<file path="config.mk">
export PLATFORM = sky130hd
export DESIGN_NAME = matmul_operand_feeder
export DESIGN_NICKNAME = d
export VERILOG_FILES = /design/src/rtl/matmul_operand_feeder.sv
export SDC_FILE = /design/constraint.sdc
export NUM_CORES = 1
export LEC_CHECK = 0
export ABC_AREA = 0
export CORE_UTILIZATION = 40
export CTS_BUF_LIST = sky130_fd_sc_hd__clkbuf_8 sky130_fd_sc_hd__clkbuf_16
export DETAILED_ROUTE_END_ITERATION = 12
export HOLD_SLACK_MARGIN = 0.08
export PLACE_DENSITY_LB_ADDON = 0.15
export SETUP_SLACK_MARGIN = 0.4
export SKIP_LAST_GASP = 1
export SLEW_MARGIN = 5
export SYNTH_ARGS = -nofsm -noshare
export SYNTH_HDL_FRONTEND = slang
export SYNTH_SLANG_ARGS = --single-unit
</file>
<file path="constraint.sdc">
create_clock -name clk_i -period 3.45 [get_ports clk_i]
set_input_delay 0.69 -clock clk_i [delete_from_list [all_inputs] [get_ports clk_i]]
set_output_delay 0.69 -clock clk_i [all_outputs]
set_load 0.02 [all_outputs]
</file>
<file path="src/rtl/matmul_operand_feeder.sv">
// rtl/matmul_operand_feeder.sv - skewed operand feeder for a DIM x DIM systolic MAC grid
module matmul_operand_feeder #(
  parameter int DATA_WIDTH = 8,
  parameter int DIM        = 4
) (
  input  logic                      clk_i,
  input  logic                      rst_ni,
  input  logic                      wr_en_i,
  input  logic                      wr_sel_i,
  input  logic [$clog2(DIM)-1:0]    wr_row_i,
  input  logic [$clog2(DIM)-1:0]    wr_col_i,
  input  logic [DATA_WIDTH-1:0]     wr_data_i,
  input  logic                      go_i,
  output logic [DIM*DATA_WIDTH-1:0] a_o,
  output logic [DIM*DATA_WIDTH-1:0] b_o,
  output logic                      start_o,
  output logic                      busy_o,
  output logic                      done_o,
  output logic                      wr_drop_o
);
  localparam int IDX_W = $clog2(DIM);
  localparam int KW    = $clog2(3*DIM-2);
  localparam logic [KW-1:0]  K_LAST = KW'(3*DIM-3);
  localparam logic [IDX_W:0] DIM_L  = (IDX_W+1)'(DIM);

  typedef enum logic [1:0] {IDLE, CLEAR, FEED, HOLD} state_e;

  state_e                 state_q, state_d;
  logic [KW-1:0]          k_q, k_d;
  logic [DATA_WIDTH-1:0]  a_buf [DIM][DIM];
  logic [DATA_WIDTH-1:0]  b_buf [DIM][DIM];
  logic [DIM*DATA_WIDTH-1:0] a_d, b_d;
  logic                   wr_in_range, wr_open, wr_ok;

  always_comb begin
    wr_in_range = ({1'b0, wr_row_i} < DIM_L) && ({1'b0, wr_col_i} < DIM_L);
    wr_open     = (state_q == IDLE) || (state_q == HOLD);
    wr_ok       = wr_en_i && wr_open && wr_in_range;
  end

  always_comb begin
    state_d = state_q;
    k_d     = k_q;
    unique case (state_q)
      IDLE:  if (go_i) state_d = CLEAR;
      CLEAR: begin
        state_d = FEED;
        k_d     = '0;
      end
      FEED: begin
        if (k_q == K_LAST) begin
          state_d = HOLD;
          k_d     = '0;
        end else begin
          k_d = k_q + 1'b1;
        end
      end
      HOLD:  if (go_i) state_d = CLEAR;
      default: state_d = IDLE;
    endcase
  end

  // Outputs are registered, so operands are computed for the upcoming cycle's k.
  // Lane i carries A[i][e] and lane j carries B[e][j] when k = lane + e.
  always_comb begin
    a_d = '0;
    b_d = '0;
    if (state_d == FEED) begin
      for (int i = 0; i < DIM; i++) begin
        for (int e = 0; e < DIM; e++) begin
          if (k_d == KW'(i + e)) begin
            a_d[i*DATA_WIDTH +: DATA_WIDTH] = a_buf[i][e];
            b_d[i*DATA_WIDTH +: DATA_WIDTH] = b_buf[e][i];
          end
        end
      end
    end
  end

  always_ff @(posedge clk_i or negedge rst_ni) begin
    if (!rst_ni) begin
      state_q   <= IDLE;
      k_q       <= '0;
      a_o       <= '0;
      b_o       <= '0;
      start_o   <= 1'b0;
      busy_o    <= 1'b0;
      done_o    <= 1'b0;
      wr_drop_o <= 1'b0;
    end else begin
      state_q   <= state_d;
      k_q       <= k_d;
      a_o       <= a_d;
      b_o       <= b_d;
      start_o   <= (state_d == FEED) || (state_d == HOLD);
      busy_o    <= (state_d == CLEAR) || (state_d == FEED);
      done_o    <= (state_q == FEED) && (state_d == HOLD);
      wr_drop_o <= wr_en_i && !wr_ok;
    end
  end

  always_ff @(posedge clk_i or negedge rst_ni) begin
    if (!rst_ni) begin
      for (int r = 0; r < DIM; r++) begin
        for (int c = 0; c < DIM; c++) begin
          a_buf[r][c] <= '0;
          b_buf[r][c] <= '0;
        end
      end
    end else if (wr_ok) begin
      if (wr_sel_i) b_buf[wr_row_i][wr_col_i] <= wr_data_i;
      else          a_buf[wr_row_i][wr_col_i] <= wr_data_i;
    end
  end

endmodule
</file>
## After elaboration in Yosys (flattened, before gate mapping)

Index checks and enable logic that the tools add are counted.
W data, S select, Z words.

- $add $sub $neg: 1
- Order comparisons: 4
- Eq/ne operators: 13
- Muxes and demuxes: 45
- Bitwise gates (word level): 3
- Reduce and logical (&&, ||, !) cells: 14

Operators with widths:

| operator | number |
|---|---|
| $mux W8 | 33 |
| $bwmux W128 | 2 |
| $mux W32 | 3 |
| $demux W32 S2 | 1 |
| $demux W8 S2 | 1 |
| $eq A4 B3 Y1 const B | 3 |
| $eq A2 B2 Y1 const B | 4 |
| $eq A4 B2 Y1 const B | 2 |
| $pmux W4 S2 | 1 |
| $ge A3 B3 Y1 const B | 2 |
| $lt A3 B1 Y1 const B | 2 |
| $not A2 Y3 | 2 |
| $pmux W2 S3 | 1 |
| $logic_and A1 B1 Y1 | 5 |
| $add A4 B1 Y4 const B | 1 |
| $eq A2 B1 Y1 const B | 2 |
| $eq A4 B1 Y1 const B | 1 |
| $eq A4 B4 Y1 const B | 1 |
| $logic_not A4 Y1 | 1 |
| $mux W2 | 2 |
| $mux W4 | 1 |
| $reduce_and A2 Y1 | 2 |
| $logic_or A1 B1 Y1 | 3 |
| $logic_not A2 Y1 | 1 |
| other kinds (3) | 3 |

- Flip-flop bits (word level): 330
- Logic and storage cells: 120

## Depth between registers and ports, before layout

Gate-level depths: netlist of run 1.

- Depth after elaboration: 9
- Depth in mapped cells: 11
- Mapped depth without buffers: 10

## Worst setup path after synthesis of run 1

OpenSTA, ideal clock, no wires.

- Kind: register -> register
- Start: reg state_q[0]
- End: reg a_o[0]
- Data arrival time: 2.464 ns
- Data required time: 3.355 ns
- Slack: 0.892 ns
- Stages on the path, launching flop included: 12
- Buffers on the path: 2
- Period minus slack after synthesis: 2.558 ns
- Cell sequence: dfrtp_1 > inv_1 > ha_1 > buf_2 > nand2_1 > o21ai_0 > ha_1 > inv_1 > a2111oi_4 > clkbuf_1 > o21ai_0 > a221oi_2

- Elaborated cells between the ends (all ways): 19
- Classes of those cells: 7 x eq/ne; 9 x mux; 3 x reduce/logical

RTL lines:

| what | line | text |
|---|---|---|
| from (decl) | 28 | `state_e state_q, state_d;` |
| from (signal assigned) | 91 | `state_q <= state_d;` |
| $eq A2 B2 Y1 or $logic_not A2 Y1 (tied branches) | 44 | `unique case (state_q)` |
| $reduce_or A2 Y1 (no line) | -- |  |
| $pmux W2 S3 * | 44 |  |
| net state_d[1] | 28 |  |
| $eq A2 B2 Y1 * | 68 | `if (state_d == FEED) begin` |
| $mux W32 * | 68 |  |
| net a_d[0] | 32 | `logic [DIM*DATA_WIDTH-1:0] a_d, b_d;` |
| to (signal assigned) | 84 | `a_o <= '0;` |
| to (signal assigned) | 93 | `a_o <= a_d;` |
| to (decl) | 14 | `output logic [DIM*DATA_WIDTH-1:0] a_o,` |

Mark *: on every way through the listed nets, which the timed path passes. The rest lies on a longest branch.
A chain may end at the register's enable or synchronous reset.

## Final worst setup path of run 1

- Start: reg k_q[1]
- End: reg b_o[1]

- Word-level cells in the longest chain between the ends: 9
- Elaborated cells between the ends (all ways): 16
- Classes of those cells: 1 x add/sub; 5 x eq/ne; 9 x mux; 1 x reduce/logical

Ends and longest elaborated chain:

| what | line | text |
|---|---|---|
| from (decl) | 29 | `logic [KW-1:0] k_q, k_d;` |
| from (signal assigned) | 92 | `k_q <= k_d;` |
| $add A4 B1 Y4 or $eq A4 B4 Y1 (tied branches) | 55, 51 |  |
| $mux W4 | 51 | `if (k_q == K_LAST) begin` |
| $pmux W4 S2 | 44 |  |
| $logic_not A4 Y1 | 71 | `if (k_d == KW'(i + e)) begin` |
| $mux W8 (4 in series) | 71 |  |
| $mux W32 * | 68 |  |
| net b_d[1] | 32 |  |
| to (signal assigned) | 85 | `b_o <= '0;` |
| to (signal assigned) | 94 | `b_o <= b_d;` |
| to (decl) | 15 | `output logic [DIM*DATA_WIDTH-1:0] b_o,` |

Marks and branches as above.

==> results.yml, run 1 <==
clock_tree:
  cts.sinks: 330
  htree_levels: 2
  clockRootBuffer: "clkbuf_16"
  cts_resized: 0
  cts.clk_slew.worst_paths_ns: 0.06
  cts_buffers: 37
  clockBufferDepth: 3
  cts_tree: "done"
  clkLatencyLatePin_ns: 0.52
synthesis:
  synth_edf_count: 0
  synth_seq_area_share_pct: 57.5
  synth.avg_cell_area_um2: 12.9
  syn_nets: 1140
  syn_inst: 1117
  synth_flop_cell: "dfrtp_1"
  yosys_warnings: 0
  synthArstFlopShare_pct: 100
  synth.distinct_cells: 46
  ys_ff_latch: 330
  synth_area_um2: 14400
setup_path:
  r2r_start: "k_q[1]"
  cp-start-kind: "register"
  end_kind: "register"
  r2r_cells: 11
  crit_family: "compound AO/OA/AOI/OAI gates"
  crit_chain: "inv_1 -> ha_1 -> and3b_1 -> o21ai_0 -> a21o_1 -> ha_2 -> inv_1 -> a2111oi_4 -> buf_4 -> o21ai_0 -> a221oi_1"
  max_stage_delay_ns: 0.59
  required_ns: 3.85
  slowest_stage: "a2111oi_4"
  cp.arrival_ns: 3.25
  crit_type: "register to register"
  r2r-end: "b_o[1]"
  crit_buf_inv: 3
  crit_fanout: 7
  rrSetupSlack_ns: 0.60
cells_and_area:
  layout_commonest_cell: "dfrtp_1"
  final_area_um2: 17200
  layout.nets: 1225
  mostFrequentLayoutCells: "330 x dfrtp_1, 265 x mux2_2, 83 x clkdlybuf4s50_1"
  layout.cells.non_filler: 1690
  fillers: 3133
  area_growth_pct: 19.5
  drive_gt1_share_pct: 32.8
place:
  placed_cells: 1622
  place_area_um2: 15900
  routabilityCongestion: 0.763
  hpwl_um: 21000
  portBuffers: 84
  place_ws_ns: 0.338
floorplanning:
  die_w_um: 192
  die_area_um2: 36700
  start_util_pct: 40.5
  io_pins: 85
  die_h_um: 192
  fp.coreArea_um2: 35500
  rows: 69
pwr:
  p_switching_mw: 5.03
  p_total_mw: 14.8
  combPwrFrac_pct: 33.9
  p_leak_nw: 7.70
  seqPwrFrac_pct: 39.6
  intPower_mw: 9.77
  p_per_area_nw_per_um2: 862
  switching_share_pct: 34.0
  vdd.ir_drop.worst_mv: 0.729
  clkPwrFrac_pct: 26.5
routing:
  drc: 4
  wl_per_cell_um: 22.1
  vias_per_cell: 5.68
  wirelength_um: 37300
  antenna_left: 0
  drt-initial-drc-count: 540
  dr.pass1.iters: 9
  vias: 9600
timing:
  finalSetupTns_ns: 0
  worst-slew-pin-transition_ns: 1.15
  slew_headroom_pct: 23.1
  rsz0062_at_grt: "false"
  skew_ns: 0.0158
  final_hold_viol_count: 0
  drv_slew: 0
  finalWorstSetupSlack_ns: 0.600
  min_period_ns: 2.85
  fmax_mhz: 351
  fin_crit_sh_pct: 82.6
  setup_violations: 0
global_route:
  grt_first_pass_wirelength_um: 58600
  grt_usage_pct: 20.9
  gr-total-overflow: 0
  antenna_found_initial: 2
  grt_pass1_vias: 9817
  grt_max_degree: 114
min_path:
  min_path_type: "primary input to async pin"
status:
  violations: "DRC"
  status: "finished, violations left"
flow_run:
  drv_cap: 0
## flip-flops by register name, indices dropped and copies added (netlist names), 2 cells and up
| signal | cells |
|---|---|
| state_q | 2 |
| a_buf | 128 |
| k_q | 4 |
| b_buf | 128 |
| b_o | 32 |
| a_o | 32 |
## layer usage
metal / part of all wire (%) / track usage, %
met4: 2.4 / 6.01
met2: 47 / 33.1
met3: 3.2 / 2.90
met1: 48 / 29.7
met5: 0 / 0
## power groups by stage
stage                     combinational [mW]  sequential [mW]  clock (mW)
after global routing                    5.41             6.04        4.17
after floorplan                         3.38             5.89           0
after detailed placement                5.02             5.92           0
final                                   5.02             5.86        3.92
after global placement                  4.96             5.89           0
after CTS                               5.03             5.87        4.01
## final cells by class
cell class / instances / area [um2] / share of cell area [%]
diodes: 2 / 5.00 / 0.0291
clock buffers: 48 / 1100 / 6.40
clock inverters: 16 / 121 / 0.707
inverters: 25 / 95.1 / 0.554
multi-input cells: 671 / 5680 / 33.0
flip-flops and latches: 330 / 8260 / 48.1
well taps: 461 / 577 / 3.36
repair buffers: 137 / 1340 / 7.82
## how the worst max path moves through the flow
stage                     startpoint  depth (start not counted)      to  slack [ns]
after floorplan           state_q[0]                         11  a_o[0]        0.89
after global placement          go_i                          8  b_o[5]        0.36
after detailed placement        go_i                          8  b_o[5]        0.34
after CTS                 state_q[0]                          8  b_o[1]        0.51
after global routing          k_q[1]                         11  b_o[1]        0.40
final                         k_q[1]                         11  b_o[1]        0.60
## metrics by stage
step	utilization, %	hold slack (ns)
floorplan	-	0.394
global placement	44.9	0.483
detailed placement	44.9	0.488
CTS	48.3	0.176
global route	48.4	0.161
finish	48.4	0.0976
## what timing repair did
item | CTS | global route
hold buffers | 0 | 0
setup endpoints to repair | 0 | 21
setup buffers | 0 | 2
## cells in the mapped netlist, types with 6 or more instances
library cell | number | area share [%]
nand2b_1 | 6 | 0.26
clkbuf_1 | 56 | 1.5
nor2_1 | 21 | 0.55
inv_1 | 25 | 0.65
a221oi_2 | 10 | 1.0
ha_1 | 6 | 0.52
dfrtp_1 | 330 | 57
a21oi_1 | 17 | 0.59
buf_2 | 22 | 0.77
nand4_1 | 48 | 2.1
nand2_1 | 40 | 1.0
mux2_2 | 265 | 21
nand3_1 | 41 | 1.4
o41ai_1 | 32 | 2.0
a21o_1 | 17 | 0.89
nor2b_1 | 6 | 0.26
buf_1 | 12 | 0.31
a31oi_1 | 32 | 1.4
o211ai_1 | 16 | 0.84
a221oi_1 | 6 | 0.37
mux2i_1 | 17 | 1.2
o21ai_0 | 59 | 2.1
## logic make-up after synthesis
kind of cell             synth area share [%]
AO/OA/AOI/OAI                            10.2
flip-flops                               57.5
AND/OR/NAND/NOR                          6.59
multiplexers                             21.9
buffers and inverters                    3.27
adder cells (fa/ha/maj)                 0.522
Power figures use the tool's default switching activity.
==> run 2: changes to the inputs <==
clock period = 2.65 ns   (was 3.45 ns; I/O delays follow)
==> results.yml, run 2 (synthesis results as in run 1) <==
cells_and_area:
  mostFrequentLayoutCells: "330 x dfrtp_1, 264 x mux2_2, 83 x clkdlybuf4s50_1"
  area_growth_pct: 30.4
  reg_top3: "a_buf: 128 flops, b_buf: 128 flops"
  layout.nets: 1306
  drive_gt1_share_pct: 42.9
  layout_commonest_cell: "dfrtp_1"
timing:
  worst-slew-pin-transition_ns: 0.595
  min_period_ns: 2.41
  fmax_mhz: 416
  fin_crit_sh_pct: 90.8
  setup_violations: 0
  slew_headroom_pct: 60.3
  holdWs_ns: 0.498
  finalSetupTns_ns: 0
  skew_ns: 0.0177
  final_hold_viol_count: 0
  drv_slew: 0
  rsz0062_at_grt: "true"
pwr:
  intPower_mw: 13.8
  p_leak_nw: 8.36
  seqPwrFrac_pct: 36.1
  p_per_area_nw_per_um2: 1130
  switching_share_pct: 35.1
  p_switching_mw: 7.45
  vdd.ir_drop.worst_mv: 0.580
  combPwrFrac_pct: 41.5
  clkPwrFrac_pct: 22.4
place:
  routabilityCongestion: 0.777
  hpwl_um: 21900
  portBuffers: 84
clock_tree:
  clockRootBuffer: "clkbuf_16"
  clockBufferDepth: 3
  clkLatencyLatePin_ns: 0.51
  htree_levels: 2
  cts_buffers: 37
  cts.clk_slew.worst_paths_ns: 0.06
  cts.sinks: 330
  cts_tree: "done"
global_route:
  grt_max_degree: 62
  grt_usage_pct: 22.5
  antenna_found_initial: 1
  grt_first_pass_wirelength_um: 62300
  gr-total-overflow: 0
  grt_pass1_vias: 10200
setup_path:
  max_stage_delay_ns: 0.38
  r2r-end: "b_o[6]"
  cp.arrival_ns: 2.82
  r2r_cells: 12
  crit_family: "compound AO/OA/AOI/OAI gates"
  slowest_stage: "dfrtp_1"
  crit_fanout: 8
  cp.depth: 12
  crit_end: "b_o[6]"
  crit_chain: "inv_2 -> ha_4 -> and3b_2 -> o21ai_2 -> a21o_1 -> ha_4 -> inv_2 -> a2111oi_4 -> buf_4 -> clkbuf_16 -> o21ai_1 -> a221oi_2"
  r2r_start: "k_q[1]"
  crit_buf_inv: 4
  required_ns: 3.07
  crit_start: "k_q[1]"
  crit_type: "register to register"
  end_kind: "register"
  rrSetupSlack_ns: 0.24
  cp-start-kind: "register"
routing:
  drc: 0
  vias_per_cell: 5.67
  drt-initial-drc-count: 529
  wirelength_um: 41400
  dr.pass1.iters: 5
  vias: 10000
  wl_per_cell_um: 23.4
  antenna_left: 0
min_path:
  hold_start: "a_buf[2]"
  min_path_type: "register to register"
floorplanning:
  die_area_um2: 36700
  die_w_um: 192
  fp.coreArea_um2: 35500
  die_h_um: 192
  rows: 69
  start_util_pct: 40.5
  io_pins: 85
flow_run:
  drv_cap: 0
status:
  status: "complete, no violations"
run 2: final cells by class:
type | instances | area, um2
antenna | 1 | 2.50
clock buffer | 42 | 995
clock inverter | 18 | 109
fill | 3034 | 16700
inverter | 25 | 98.8
multi-input combinational | 671 | 6190
sequential | 330 | 8260
tap | 461 | 577
timing repair buffer | 218 | 2510
run 2: metrics by stage:
stage | setup WS, ns | area, um2 | instances | util (%) | power, mW
floorplan | 0.400 | 14400 | 1117 | - | 12.2
global placement | 0.0420 | 16300 | 1656 | 46.0 | 14.4
detailed placement | 0.0271 | 16300 | 1656 | 46.0 | 14.5
CTS | 0.301 | 18100 | 1741 | 50.9 | 20.1
global route | 0.193 | 18700 | 1765 | 52.8 | 22.3
finish | 0.245 | 18700 | 1766 | 52.8 | 21.2
run 2: worst min-delay path by stage:
stage,cells past startpoint,end
2_1_floorplan,0,a_buf[0]
3_3_place_gp,1,a_buf[116]
3_5_place_dp,1,b_buf[92]
4_1_cts,1,b_buf[92]
5_1_grt,1,a_buf[125]
6_report,1,a_buf[2]
run 2: layer usage:
metal,vias up,track usage [%],wire length (um)
met5,-,0,0
met4,0,5.59,915
met1,5235,32.6,19300
met2,234,35.1,19400
li1,4469,-,-
met3,69,3.30,1830
run 2: timing repair:
action                                 CTS  global route
hold buffers                             1             0
setup endpoints to repair              144           152
buffers inserted                        16            17
cloned                                   8             7
pin swaps                               11            19
endpoints found under the hold margin   47             0
gates resized for setup                 51            94
run 2: power by group through the flow:
stage / Sequential [mW] / Clock (mW) / Combinational [mW]
5_1_grt: 7.90 / 5.04 / 9.36
6_report: 7.66 / 4.75 / 8.80
2_1_floorplan: 7.68 / 0 / 4.48
3_5_place_dp: 7.69 / 0 / 6.83
4_1_cts: 7.62 / 4.85 / 7.66
3_3_place_gp: 7.63 / 0 / 6.75
run 2: worst register-to-register path, stage by stage (launching register included):
cell	delay, ns
dfrtp_1	0.38
inv_2	0.06
ha_4	0.16
and3b_2	0.25
o21ai_2	0.13
a21o_1	0.20
ha_4	0.18
inv_2	0.05
a2111oi_4	0.25
buf_4	0.21
clkbuf_16	0.17
o21ai_1	0.09
a221oi_2	0.19
==> run 3: changes to the inputs <==
clock period = 2.6 ns   (was 2.65 ns; I/O delays follow)
==> results.yml, run 3 (synthesis results as in run 1) <==
status:
  status: "complete, no violations"
timing:
  finalSetupTns_ns: 0
  final_hold_viol_count: 0
  fin_crit_sh_pct: 90.4
  worst-slew-pin-transition_ns: 0.690
  skew_ns: 0.0105
  setup_violations: 0
  min_period_ns: 2.35
  drv_slew: 0
  rsz0062_at_grt: "true"
  slew_headroom_pct: 53.9
  fmax_mhz: 425
setup_path:
  crit_fanout: 8
  cp.arrival_ns: 2.77
  crit_start: "k_q[0]"
  r2r_cells: 10
  r2r_start: "k_q[0]"
  rrSetupSlack_ns: 0.25
  end_kind: "register"
  required_ns: 3.02
  cp-start-kind: "register"
  crit_end: "b_o[15]"
  crit_type: "register to register"
  r2r-end: "b_o[15]"
cells_and_area:
  finish.utilization_pct: 56.5
  layout.cells.non_filler: 1781
  final_area_um2: 20100
  fillers: 2818
  drive_gt1_share_pct: 45.1
  layout.nets: 1314
  mostFrequentLayoutCells: "330 x dfrtp_1, 145 x mux2_4, 120 x mux2_2"
  seq_area_um2: 8260
  reg_top3: "a_buf: 128 flops, b_buf: 128 flops"
  layout_commonest_cell: "dfrtp_1"
  area_growth_pct: 39.6
  multi_input_area_um2: 7100
global_route:
  antenna_found_initial: 1
  grt_usage_pct: 22.5
  gr-total-overflow: 0
  grt_first_pass_wirelength_um: 62600
  grt_pass1_vias: 10200
  grt_max_degree: 65
routing:
  antenna_left: 0
  vias: 10300
  wl_per_cell_um: 24.1
  dr.pass1.iters: 5
  wirelength_um: 43000
  drt-initial-drc-count: 615
  vias_per_cell: 5.76
  drc: 0
pwr:
  vdd.ir_drop.worst_mv: 0.969
  p_per_area_nw_per_um2: 1170
  p_leak_nw: 8.82
  p_total_mw: 23.6
min_path:
  min_path_type: "register to register"
clock_tree:
  cts_tree: "done"
  clkLatencyLatePin_ns: 0.52
  clockBufferDepth: 3
  cts.clk_slew.worst_paths_ns: 0.07
  cts_buffers: 37
  clockRootBuffer: "clkbuf_16"
  htree_levels: 2
  cts.sinks: 330
floorplanning:
  die_w_um: 192
  die_h_um: 192
  start_util_pct: 40.5
  die_area_um2: 36700
  io_pins: 85
  rows: 69
  fp.coreArea_um2: 35500
place:
  placed_cells: 1648
  portBuffers: 84
  routabilityCongestion: 0.792
  hpwl_um: 21800
  place_area_um2: 16300
flow_run:
  drv_cap: 0
-- run 3: changes by cell type in the layout (fill, tap and decap cells not counted), moves of 7 or more --
cell	previous run	this run
buf_4	77	55
mux2_2	264	120
nor2_4	0	19
o21ai_1	9	19
o21ai_2	9	2
nand2_1	37	25
buf_8	3	17
nor2_1	15	5
a31oi_2	10	3
mux2_4	1	145
nor2_2	9	0
nand3_1	38	31
buf_6	16	24
-- run 3: critical path: stages (launching register included) --
cell and delay, ns:
dfrtp_1 0.42, ha_4 0.18, buf_4 0.13, a2111oi_4 0.34, buf_6 0.15, buf_6 0.10, o22ai_4 0.14, buf_12 0.20
o41ai_4 0.38, a31oi_4 0.06, buf_6 0.13
-- run 3: metrics by stage --
stage / hold slack (ns) / worst slack [ns]
CTS: 0.502 / 0.284
detailed placement: 0.482 / 0.0493
floorplan: 0.224 / 0.362
global route: 0.512 / 0.186
finish: 0.504 / 0.249
global placement: 0.482 / 0.0458
-- run 3: routing by layer --
layer  vias to the layer above  routed length, um  track usage, %
met5                         -                  0               0
met4                         0                911            6.44
met3                        66               1680            2.79
met2                       254              20000            35.2
met1                      5446              20400            32.6
li1                       4487                  -               -
-- run 3: worst min-delay path by stage --
stage / slack, ns / to / cells past startpoint / from
6_report: 0.50 / b_buf[60] / 1 / b_buf[60]
5_1_grt: 0.51 / b_buf[4] / 1 / b_buf[4]
4_1_cts: 0.50 / a_buf[3] / 1 / a_buf[3]
3_5_place_dp: 0.48 / a_o[2] / 1 / rst_ni
3_3_place_gp: 0.48 / a_o[2] / 1 / rst_ni
2_1_floorplan: 0.22 / a_buf[0] / 0 / rst_ni
-- run 3: cell type report --
cell class	instances	area share (%)
well taps	461	2.88
inverters	25	0.518
diodes	1	0.0125
clock buffers	47	5.41
flip-flops and latches	330	41.2
multi-input cells	672	35.4
repair buffers	225	14.0
clock inverters	20	0.618
-- run 3: power by group --
part	internal [mW]	switching, mW
registers	6.95	0.937
logic	5.34	5.15
clock network	3.05	2.13
-- run 3: repair_timing --
item / in CTS / in global routing
pin swaps: 22 / 62
endpoints found under the setup margin: 88 / 285
hold buffers: 1 / 0
gates resized for setup: 98 / 310
gates cloned: 10 / 9
hold endpoints to repair: 46 / 0
buffers inserted: 26 / 19
